## config.mk

```make
export PLATFORM = sky130hd
export DESIGN_NAME = clock_period_meter
export DESIGN_NICKNAME = d
export VERILOG_FILES = /design/src/rtl/clk_meas_pkg.sv /design/src/rtl/sync_edge_detect.sv /design/src/rtl/clock_period_meter.sv
export SDC_FILE = /design/constraint.sdc
export NUM_CORES = 1
export LEC_CHECK = 0
export ABC_AREA = 1
export CAP_MARGIN = 20
export CORE_MARGIN = 1.5
export CORE_UTILIZATION = 55
export CTS_BUF_LIST = sky130_fd_sc_hd__clkbuf_4 sky130_fd_sc_hd__clkbuf_8
export DETAILED_ROUTE_END_ITERATION = 7
export GPL_TIMING_DRIVEN = 0
export PLACE_DENSITY = 0.78
export SYNTH_ARGS = -nofsm -noshare
export SYNTH_HDL_FRONTEND = slang
export SYNTH_SLANG_ARGS = --single-unit
```

## constraint.sdc

```tcl
create_clock -name clk -period 2.4 [get_ports clk]
set_clock_uncertainty 0.05 [all_clocks]
set_input_delay 0.72 -clock clk [delete_from_list [all_inputs] [get_ports clk]]
set_output_delay 0.72 -clock clk [all_outputs]
set_load 0.02 [all_outputs]
```

## src/rtl/clk_meas_pkg.sv

```systemverilog
// Shared types and default constants for the clock period meter and its
// input synchroniser.
package clk_meas_pkg;

    typedef enum logic [0:0] {
        WAIT_FIRST = 1'b0,
        MEASURE    = 1'b1
    } meas_state_t;

    localparam int CLK_HZ         = 100_000_000;
    localparam int EXP_PERIOD_10K = 10000;
    localparam int SYNC_STAGES    = 2;

endpackage

```

## src/rtl/sync_edge_detect.sv

```systemverilog
// Multi-flop synchroniser for an asynchronous input, followed by a history
// flop that produces single-cycle rise/fall strobes in the clk domain.
module sync_edge_detect
    import clk_meas_pkg::*;
#(
    parameter int STAGES = SYNC_STAGES
) (
    input  logic clk,
    input  logic rst_n,
    input  logic async_in,
    output logic level,
    output logic rise,
    output logic fall
);

    logic [STAGES-1:0] sync_reg;
    logic [STAGES-1:0] sync_next;
    logic              hist_reg;

    genvar gi;
    generate
        for (gi = 0; gi < STAGES; gi++) begin : g_sync
            if (gi == 0) begin : g_first
                assign sync_next[gi] = async_in;
            end else begin : g_chain
                assign sync_next[gi] = sync_reg[gi-1];
            end
        end
    endgenerate

    always_ff @(posedge clk or negedge rst_n) begin
        if (!rst_n) begin
            sync_reg <= '0;
            hist_reg <= 1'b0;
        end else begin
            sync_reg <= sync_next;
            hist_reg <= sync_reg[STAGES-1];
        end
    end

    assign level = sync_reg[STAGES-1];
    assign rise  = level & ~hist_reg;
    assign fall  = ~level & hist_reg;

endmodule

```

## src/rtl/clock_period_meter.sv

```systemverilog
// Measures period and high time of a slow asynchronous clock in clk cycles,
// tracks lock against an expected period and flags a missing input clock.
module clock_period_meter
    import clk_meas_pkg::*;
#(
    parameter int CNT_W      = 32,
    parameter int EXP_PERIOD = EXP_PERIOD_10K,
    parameter int TOL        = 2,
    parameter int LOCK_CNT   = 4,
    parameter int TIMEOUT    = 1000000
) (
    input  logic             clk,
    input  logic             rst_n,
    input  logic             clk_in,
    input  logic             clear,
    output logic [CNT_W-1:0] period,
    output logic [CNT_W-1:0] high_time,
    output logic             meas_valid,
    output logic             locked,
    output logic             timeout
);

    localparam int GOOD_W = $clog2(LOCK_CNT + 1);

    localparam logic [CNT_W-1:0]  CNT_ONE   = {{(CNT_W-1){1'b0}}, 1'b1};
    localparam logic [CNT_W-1:0]  TIMEOUT_C = CNT_W'(TIMEOUT);
    localparam logic [CNT_W-1:0]  TOL_LO_C  = CNT_W'(EXP_PERIOD - TOL);
    localparam logic [CNT_W-1:0]  TOL_HI_C  = CNT_W'(EXP_PERIOD + TOL);
    localparam logic [GOOD_W-1:0] GOOD_ONE  = {{(GOOD_W-1){1'b0}}, 1'b1};
    localparam logic [GOOD_W-1:0] LOCK_C    = GOOD_W'(LOCK_CNT);

    logic level;
    logic rise;
    logic fall;

    sync_edge_detect #(
        .STAGES (SYNC_STAGES)
    ) u_sync (
        .clk      (clk),
        .rst_n    (rst_n),
        .async_in (clk_in),
        .level    (level),
        .rise     (rise),
        .fall     (fall)
    );

    meas_state_t       state_reg;
    logic [CNT_W-1:0]  cnt_reg;
    logic [CNT_W-1:0]  hcnt_reg;
    logic              fall_seen_reg;
    logic [GOOD_W-1:0] good_cnt_reg;
    logic [CNT_W-1:0]  period_reg;
    logic [CNT_W-1:0]  high_time_reg;
    logic              meas_valid_reg;
    logic              locked_reg;
    logic              timeout_reg;

    logic              in_tol;
    logic [GOOD_W-1:0] good_next;
    logic [CNT_W-1:0]  cnt_inc;
    logic [CNT_W-1:0]  hcnt_inc;

    // Counters saturate at all-ones so a stuck input never wraps into a
    // plausible-looking measurement.
    assign cnt_inc   = (&cnt_reg)  ? cnt_reg  : cnt_reg  + CNT_ONE;
    assign hcnt_inc  = (&hcnt_reg) ? hcnt_reg : hcnt_reg + CNT_ONE;
    assign in_tol    = (cnt_reg >= TOL_LO_C) && (cnt_reg <= TOL_HI_C);
    assign good_next = (good_cnt_reg == LOCK_C) ? good_cnt_reg : good_cnt_reg + GOOD_ONE;

    always_ff @(posedge clk or negedge rst_n) begin
        if (!rst_n) begin
            state_reg      <= WAIT_FIRST;
            cnt_reg        <= '0;
            hcnt_reg       <= '0;
            fall_seen_reg  <= 1'b0;
            good_cnt_reg   <= '0;
            period_reg     <= '0;
            high_time_reg  <= '0;
            meas_valid_reg <= 1'b0;
            locked_reg     <= 1'b0;
            timeout_reg    <= 1'b0;
        end else if (clear) begin
            state_reg      <= WAIT_FIRST;
            cnt_reg        <= '0;
            hcnt_reg       <= '0;
            fall_seen_reg  <= 1'b0;
            good_cnt_reg   <= '0;
            period_reg     <= '0;
            high_time_reg  <= '0;
            meas_valid_reg <= 1'b0;
            locked_reg     <= 1'b0;
            timeout_reg    <= 1'b0;
        end else begin
            meas_valid_reg <= 1'b0;
            case (state_reg)
                WAIT_FIRST: begin
                    cnt_reg       <= '0;
                    hcnt_reg      <= '0;
                    fall_seen_reg <= 1'b0;
                    // First edge only provides the reference; nothing to report yet.
                    if (rise) begin
                        state_reg   <= MEASURE;
                        cnt_reg     <= CNT_ONE;
                        hcnt_reg    <= CNT_ONE;
                        timeout_reg <= 1'b0;
                    end
                end
                MEASURE: begin
                    if (rise) begin
                        period_reg     <= cnt_reg;
                        high_time_reg  <= hcnt_reg;
                        meas_valid_reg <= 1'b1;
                        cnt_reg        <= CNT_ONE;
                        hcnt_reg       <= CNT_ONE;
                        fall_seen_reg  <= 1'b0;
                        if (in_tol) begin
                            good_cnt_reg <= good_next;
                            locked_reg   <= (good_next == LOCK_C);
                        end else begin
                            good_cnt_reg <= '0;
                            locked_reg   <= 1'b0;
                        end
                    end else if (cnt_reg >= TIMEOUT_C) begin
                        timeout_reg   <= 1'b1;
                        locked_reg    <= 1'b0;
                        good_cnt_reg  <= '0;
                        state_reg     <= WAIT_FIRST;
                        cnt_reg       <= '0;
                        hcnt_reg      <= '0;
                        fall_seen_reg <= 1'b0;
                    end else begin
                        cnt_reg <= cnt_inc;
                        if (level && !fall_seen_reg) begin
                            hcnt_reg <= hcnt_inc;
                        end
                        if (fall) begin
                            fall_seen_reg <= 1'b1;
                        end
                    end
                end
                default: state_reg <= WAIT_FIRST;
            endcase
        end
    end

    assign period     = period_reg;
    assign high_time  = high_time_reg;
    assign meas_valid = meas_valid_reg;
    assign locked     = locked_reg;
    assign timeout    = timeout_reg;

endmodule

```

==> summary.txt, run 1 <==
status = completed
Fmax = 0.437 GHz
hold slack = 117 ps
final worst slack = 113 ps
GPL Wtd Cong = 0.887
Min-Delay Path Class = primary input to async pin
CTS max path bufs = 2
drt first pass iters = 4
proportion of power drawn by combinational gates = 3.1%
CP Max Fanout = 10
Syn Area/Cell = 8.04 µm²
CP Capture Type = flop
pre-CTS setup slack = -539 ps
DR top layer = met4
core area = 12100 µm²
first-pass GRT wire length = 26400 µm
io pins = 71
Seq pwr share = 52.8%
WL met1 = 7260 µm
Post-synth EDFFs = 0
Int Pwr = 0.00352 W
synthesis-stage register bit count = 139
IO buf count = 70
Req. time, crit path = 2750 ps
final hold violations = 0
post-synthesis sequential area ratio = 50.8%
final setup fails = 0
Initial Util = 56.7%
die area = 13100 µm²
crit path time final = 2290 ps
Leak = 3.93 nW
pwr dens = 542 nW/µm²
number of library cell types mapped by synthesis = 42
largest net degree at the start of global routing = 100
Cell Area, Synth = 6840 µm²
vias per cell = 5.09
Final Util = 68.7%
Slew HR = 39.9%
Synth Flop Type = dfrtp_1
clock power share = 44.1%
placed wire-length estimate = 11300 µm
final antenna-violating net count = 0
Detailed Route Iter0 Violations = 483
CTS buffer count = 17
cell count after synthesis = 851
clk slew on worst S/H paths = 70 ps
Hold Buf Count CTS = 0
Worst EP arrival = 2630 ps
post-synthesis async set-or-reset flop share = 100%
fin crit share = 95.3%
Yosys top cell by area = dfrtp_1
NumNets Final = 966
Synth area leaders = dfrtp_1, nand2_1, inv_1, o22ai_1, nor2_1
Vias = 5787
Sink Count = 139
Switching Fraction = 21.7%
Overall Power = 0.00449 W
Area Growth Syn to Fin = 21.1%
die height = 115 µm
wire length per cell = 13.8 µm
total detailed-routing wirelength = 15700 µm
CTS Root Cell = clkbuf_8
Slew Viols, Final = 0
initial antenna violation count = 0
Skew-Pair Late Insertion Delay = 460 ps
H-tree depth = 4
num rows = 40
Congestion Overflow GR = 0
GRT Resource Usage Total = 26.3%
Synth top cells by count = nand2_1, inv_1, dfrtp_1
CTS tree = built
metal2 WL = 7280 µm
crit start category = primary input
met3 WL = 875 µm
Worst-Margin Slew = 895 ps
antenna diode count = 0
top cell type's share of synthesized area = 50.8%
most numerous cell in the Yosys netlist = nand2_1
vias in the first global route = 5470
critical path type = primary input to flop
max cap viols = 0
layout cells sized above 1 = 9.19%
residual DRC count = 0
die width = 115 µm
Max VDD drop = 0.000501 V
Psw = 0.000974 W
Synth Warn # = 0
-- power by group through the flow --
stage | Combinational (W) | Sequential, W | Clock [W]
finish | 0.000138 | 0.00237 | 0.00198
global route | 0.000160 | 0.00237 | 0.00211
CTS | 0.000140 | 0.00237 | 0.00201
detailed placement | 0.000140 | 0.00242 | 0
global placement | 0.000133 | 0.00242 | 0
floorplan | 0.0000499 | 0.00242 | 0
-- layer usage --
layer | vias up | global-route usage [%]
li1 | 2871 | -
met1 | 2722 | 36.1
met2 | 166 | 40.6
met3 | 28 | 7.52
met4 | 0 | 8.25
met5 | - | 0
-- cell usage in the layout (no fill, tap or decap), types with 3 or more instances in the layout --
| cell | instances |
|---|---|
| inv_2 | 7 |
| nor3_1 | 18 |
| bufinv_16 | 3 |
| nor4_1 | 3 |
| clkbuf_8 | 20 |
| nand4_1 | 21 |
| o21ai_0 | 33 |
| nor2_4 | 5 |
| xor2_1 | 14 |
| nor2_1 | 67 |
| dfrtp_1 | 138 |
| clkdlybuf4s50_1 | 69 |
| clkbuf_4 | 4 |
| a21oi_1 | 18 |
| nor2_2 | 3 |
| clkbuf_1 | 10 |
| nand3_1 | 34 |
| o22ai_1 | 51 |
| ha_1 | 5 |
| clkinv_2 | 4 |
| nand2_2 | 14 |
| conb_1 | 12 |
| buf_2 | 4 |
| nand2_1 | 204 |
| inv_1 | 170 |
| buf_4 | 8 |
-- timing repair --
action,4_1_cts,5_1_grt
endpoints found under the setup margin,38,49
pin swaps,0,2
buffers inserted,0,5
gates resized for setup,1,9
-- final timing paths --
| path | from | endpoint | slack [ps] | cells past startpoint |
|---|---|---|---|---|
| max | clear | hcnt_reg[21] | 110 | 11 |
| min | rst_n | period[11] | 120 | 1 |
| min reg2reg | u_sync.sync_reg[0] | u_sync.sync_reg[1] | 310 | 0 |
| min in group clk | u_sync.sync_reg[0] | u_sync.sync_reg[1] | 310 | 0 |
| max in group asynchronous | rst_n | hcnt_reg[0] | 1380 | 2 |
| max reg2reg | hcnt_reg[1] | hcnt_reg[25] | 150 | 13 |
-- layout make-up --
cell class                 instances  area (µm²)
fill                             988        3770
sequential                       139        3480
multi-input combinational        522        2620
timing repair buffer              76         767
inverter                         179         674
clock buffer                      23         298
tap                              168         210
buffer                            22         124
clock inverter                     7         115
-- cell families (layout without fill, tap and decap cells) --
logic type | Yosys count | after routing | share of synthesized area (%)
AOI/OAI and AO/OA | 110 | 110 | 9.42
xor gates and xnor gates | 15 | 15 | 1.92
adders and majority gates | 5 | 5 | 0.914
DFF | 139 | 139 | 50.8
buffers and inverters | 201 | 307 | 11.5
other | 1 | 12 | 0.0548
and+or+nand+nor | 380 | 380 | 25.3
-- per-stage QoR --
stage / std cells / TNS (ps) / cell area, µm²
after floorplan: 862 / 0 / 6890
after global placement: 1100 / -710260 / 7800
after detailed placement: 1101 / -40830 / 7830
after CTS: 1131 / 0 / 8240
after global routing: 1136 / -3.14 / 8290
final: 1136 / 0 / 8290
-- critical path, stage by stage --
cell	delay [ps]
clkdlybuf4s50_1	500
nor2_1	230
inv_1	110
nor2_1	160
inv_1	90
nor2_4	200
buf_2	300
nand2_1	110
nand4_1	100
nand2_1	60
inv_1	50
Note: power is estimated with default switching activity, not from simulation.
==> inputs of run 2 (changes only) <==
Settings changed: CAP_MARGIN 20 to 15.
==> results of run 2 <==
The final DEF is identical to that of run 1; final timing and power are the same.
==> inputs of run 3 (changes only) <==
Settings changed: CORE_UTILIZATION 55 to 59, PLACE_DENSITY 0.78 to 0.82.
==> run 3 against run 2 <==
Power fell by 0.46%. Global-route usage rose by 1.3 points. Clock power barely moved. First-iteration DRC count rose by 2.1%. Design area fell by 0.30%. Clock-buffer cell count fell by 6. Cell count fell by 2.0%. Non-clock buffer count did not move. Core utilization rose by 4.0 points. Setup slack got worse by 4.0 ps. Combinational power barely moved.
==> summary.txt, run 3 (same netlist as run 1, synthesis figures left out) <==
status = completed
CP max stage cell = clkdlybuf4s50_1
most common cell after layout, fill and taps aside = nand2_1
first-pass GRT wire length = 26900 µm
drt first pass iters = 5
crit start category = primary input
most frequent cells in the layout = nand2_1, inv_1, dfrtp_1, clkdlybuf4s50_1, nor2_1
GPL Wtd Cong = 0.945
vias per cell = 5.35
initial antenna violation count = 0
CP Max Fanout = 10
crit path time final = 2290 ps
pwr dens = 541 nW/µm²
pre-CTS setup slack = -577 ps
Top Family by Delay on Critical Path = buffers and inverters
hold slack = 105 ps
Initial Util = 60.2%
Hold Buf Count CTS = 0
fin crit share = 95.5%
vias in the first global route = 5687
Min-Delay Path Class = primary input to async pin
CTS buffer count = 17
NumNets Final = 966
Sink Count = 139
cell count after placement = 1076
Slew Viols, Final = 0
residual DRC count = 0
die width = 111 µm
Max VDD drop = 0.000391 V
Leak = 3.93 nW
Congestion Overflow GR = 0
CTS max path bufs = 2
Final Non-Filler Cells = 1113
largest net degree at the start of global routing = 102
die area = 12300 µm²
core area = 11400 µm²
Crit path top cell by count = inv_1
final worst slack = 109 ps
CTS Root Cell = clkbuf_8
wire length per cell = 14.5 µm
io pins = 71
final antenna-violating net count = 0
clk slew on worst S/H paths = 80 ps
H-tree depth = 4
final setup fails = 0
Buf/Inv on CP = 5
placed wire-length estimate = 11300 µm
Slew HR = 57.1%
Skew-Pair Late Insertion Delay = 460 ps
Vias = 5951
num rows = 39
Worst EP arrival = 2640 ps
Final Util = 72.7%
critical path type = primary input to flop
die height = 111 µm
Fmax = 0.436 GHz
Fillers = 865
GRT Resource Usage Total = 27.6%
CP Cell Sequence = clkdlybuf4s50_1 > nor2_2 > inv_1 > nor2_1 > inv_1 > nor2_4 > buf_2 > nand2_1 > nand4_1 > nand2_1 > inv_1
Area Growth Syn to Fin = 20.7%
Detailed Route Iter0 Violations = 493
antenna diode count = 0
layout cells sized above 1 = 9.69%
final hold violations = 0
max incr delay on CP = 530 ps
CP Capture Type = flop
CTS tree = built
max cap viols = 0
Req. time, crit path = 2750 ps
IO buf count = 70
Worst-Margin Slew = 643 ps
total detailed-routing wirelength = 16100 µm
run 3: layout make-up:
cell class / instances / area [µm²] / share of cell area (%)
multi-input combinational: 522 / 2630 / 31.8
clock buffer: 17 / 234 / 2.83
tap: 143 / 179 / 2.17
inverter: 179 / 674 / 8.16
clock inverter: 15 / 176 / 2.14
buffer: 22 / 123 / 1.48
timing repair buffer: 76 / 767 / 9.28
sequential: 139 / 3480 / 42.1
run 3: timing repair:
action	4_1_cts	5_1_grt
gates resized for setup	2	11
setup buffers	0	5
pin swaps	0	3
setup endpoints to repair	51	75
run 3: power by group:
group	switching, W	internal, W
Sequential	0.0000129	0.00236
Combinational	0.000110	0.0000299
Clock	0.000938	0.00102
run 3: per-layer routing:
layer	wire length (µm)	vias to the layer above	share of wire [%]	GRT usage [%]
li1	-	2860	-	-
met4	406	0	2.5	11.9
met5	0	-	0	0
met2	7660	242	48	44.1
met1	6940	2809	43	37.1
met3	1090	40	6.8	5.36
run 3: worst register-to-register path: stages (launching register included):
cell and delay (ps):
dfrtp_1 410, ha_1 210, nand2_1 80, nor2_2 140
nand4_1 270, nor2_1 210, nand4_1 230, buf_4 260
or2_0 200, a21oi_1 120
run 3: path summary, 6_finish.rpt:
| check | end | startpoint | depth (start not counted) | slack (ps) |
|---|---|---|---|---|
| setup / recovery | hcnt_reg[22] | clear | 11 | 110 |
| hold / removal | period[13] | rst_n | 1 | 110 |
| setup reg to reg | cnt_reg[1] | cnt_reg[0] | 9 | 140 |
| hold reg to reg | u_sync.sync_reg[1] | u_sync.sync_reg[0] | 0 | 300 |
| max in group asynchronous | cnt_reg[1] | rst_n | 2 | 1370 |
| min in group clk | u_sync.sync_reg[1] | u_sync.sync_reg[0] | 0 | 300 |
run 3: stage by stage:
step	TNS (ps)	total power (W)	area (µm²)
finish	0	0.00447	8260
global route	-35.2	0.00461	8260
CTS	0	0.00449	8210
detailed placement	-41130	0.00256	7790
global placement	-714200	0.00255	7760
floorplan	0	0.00247	6890
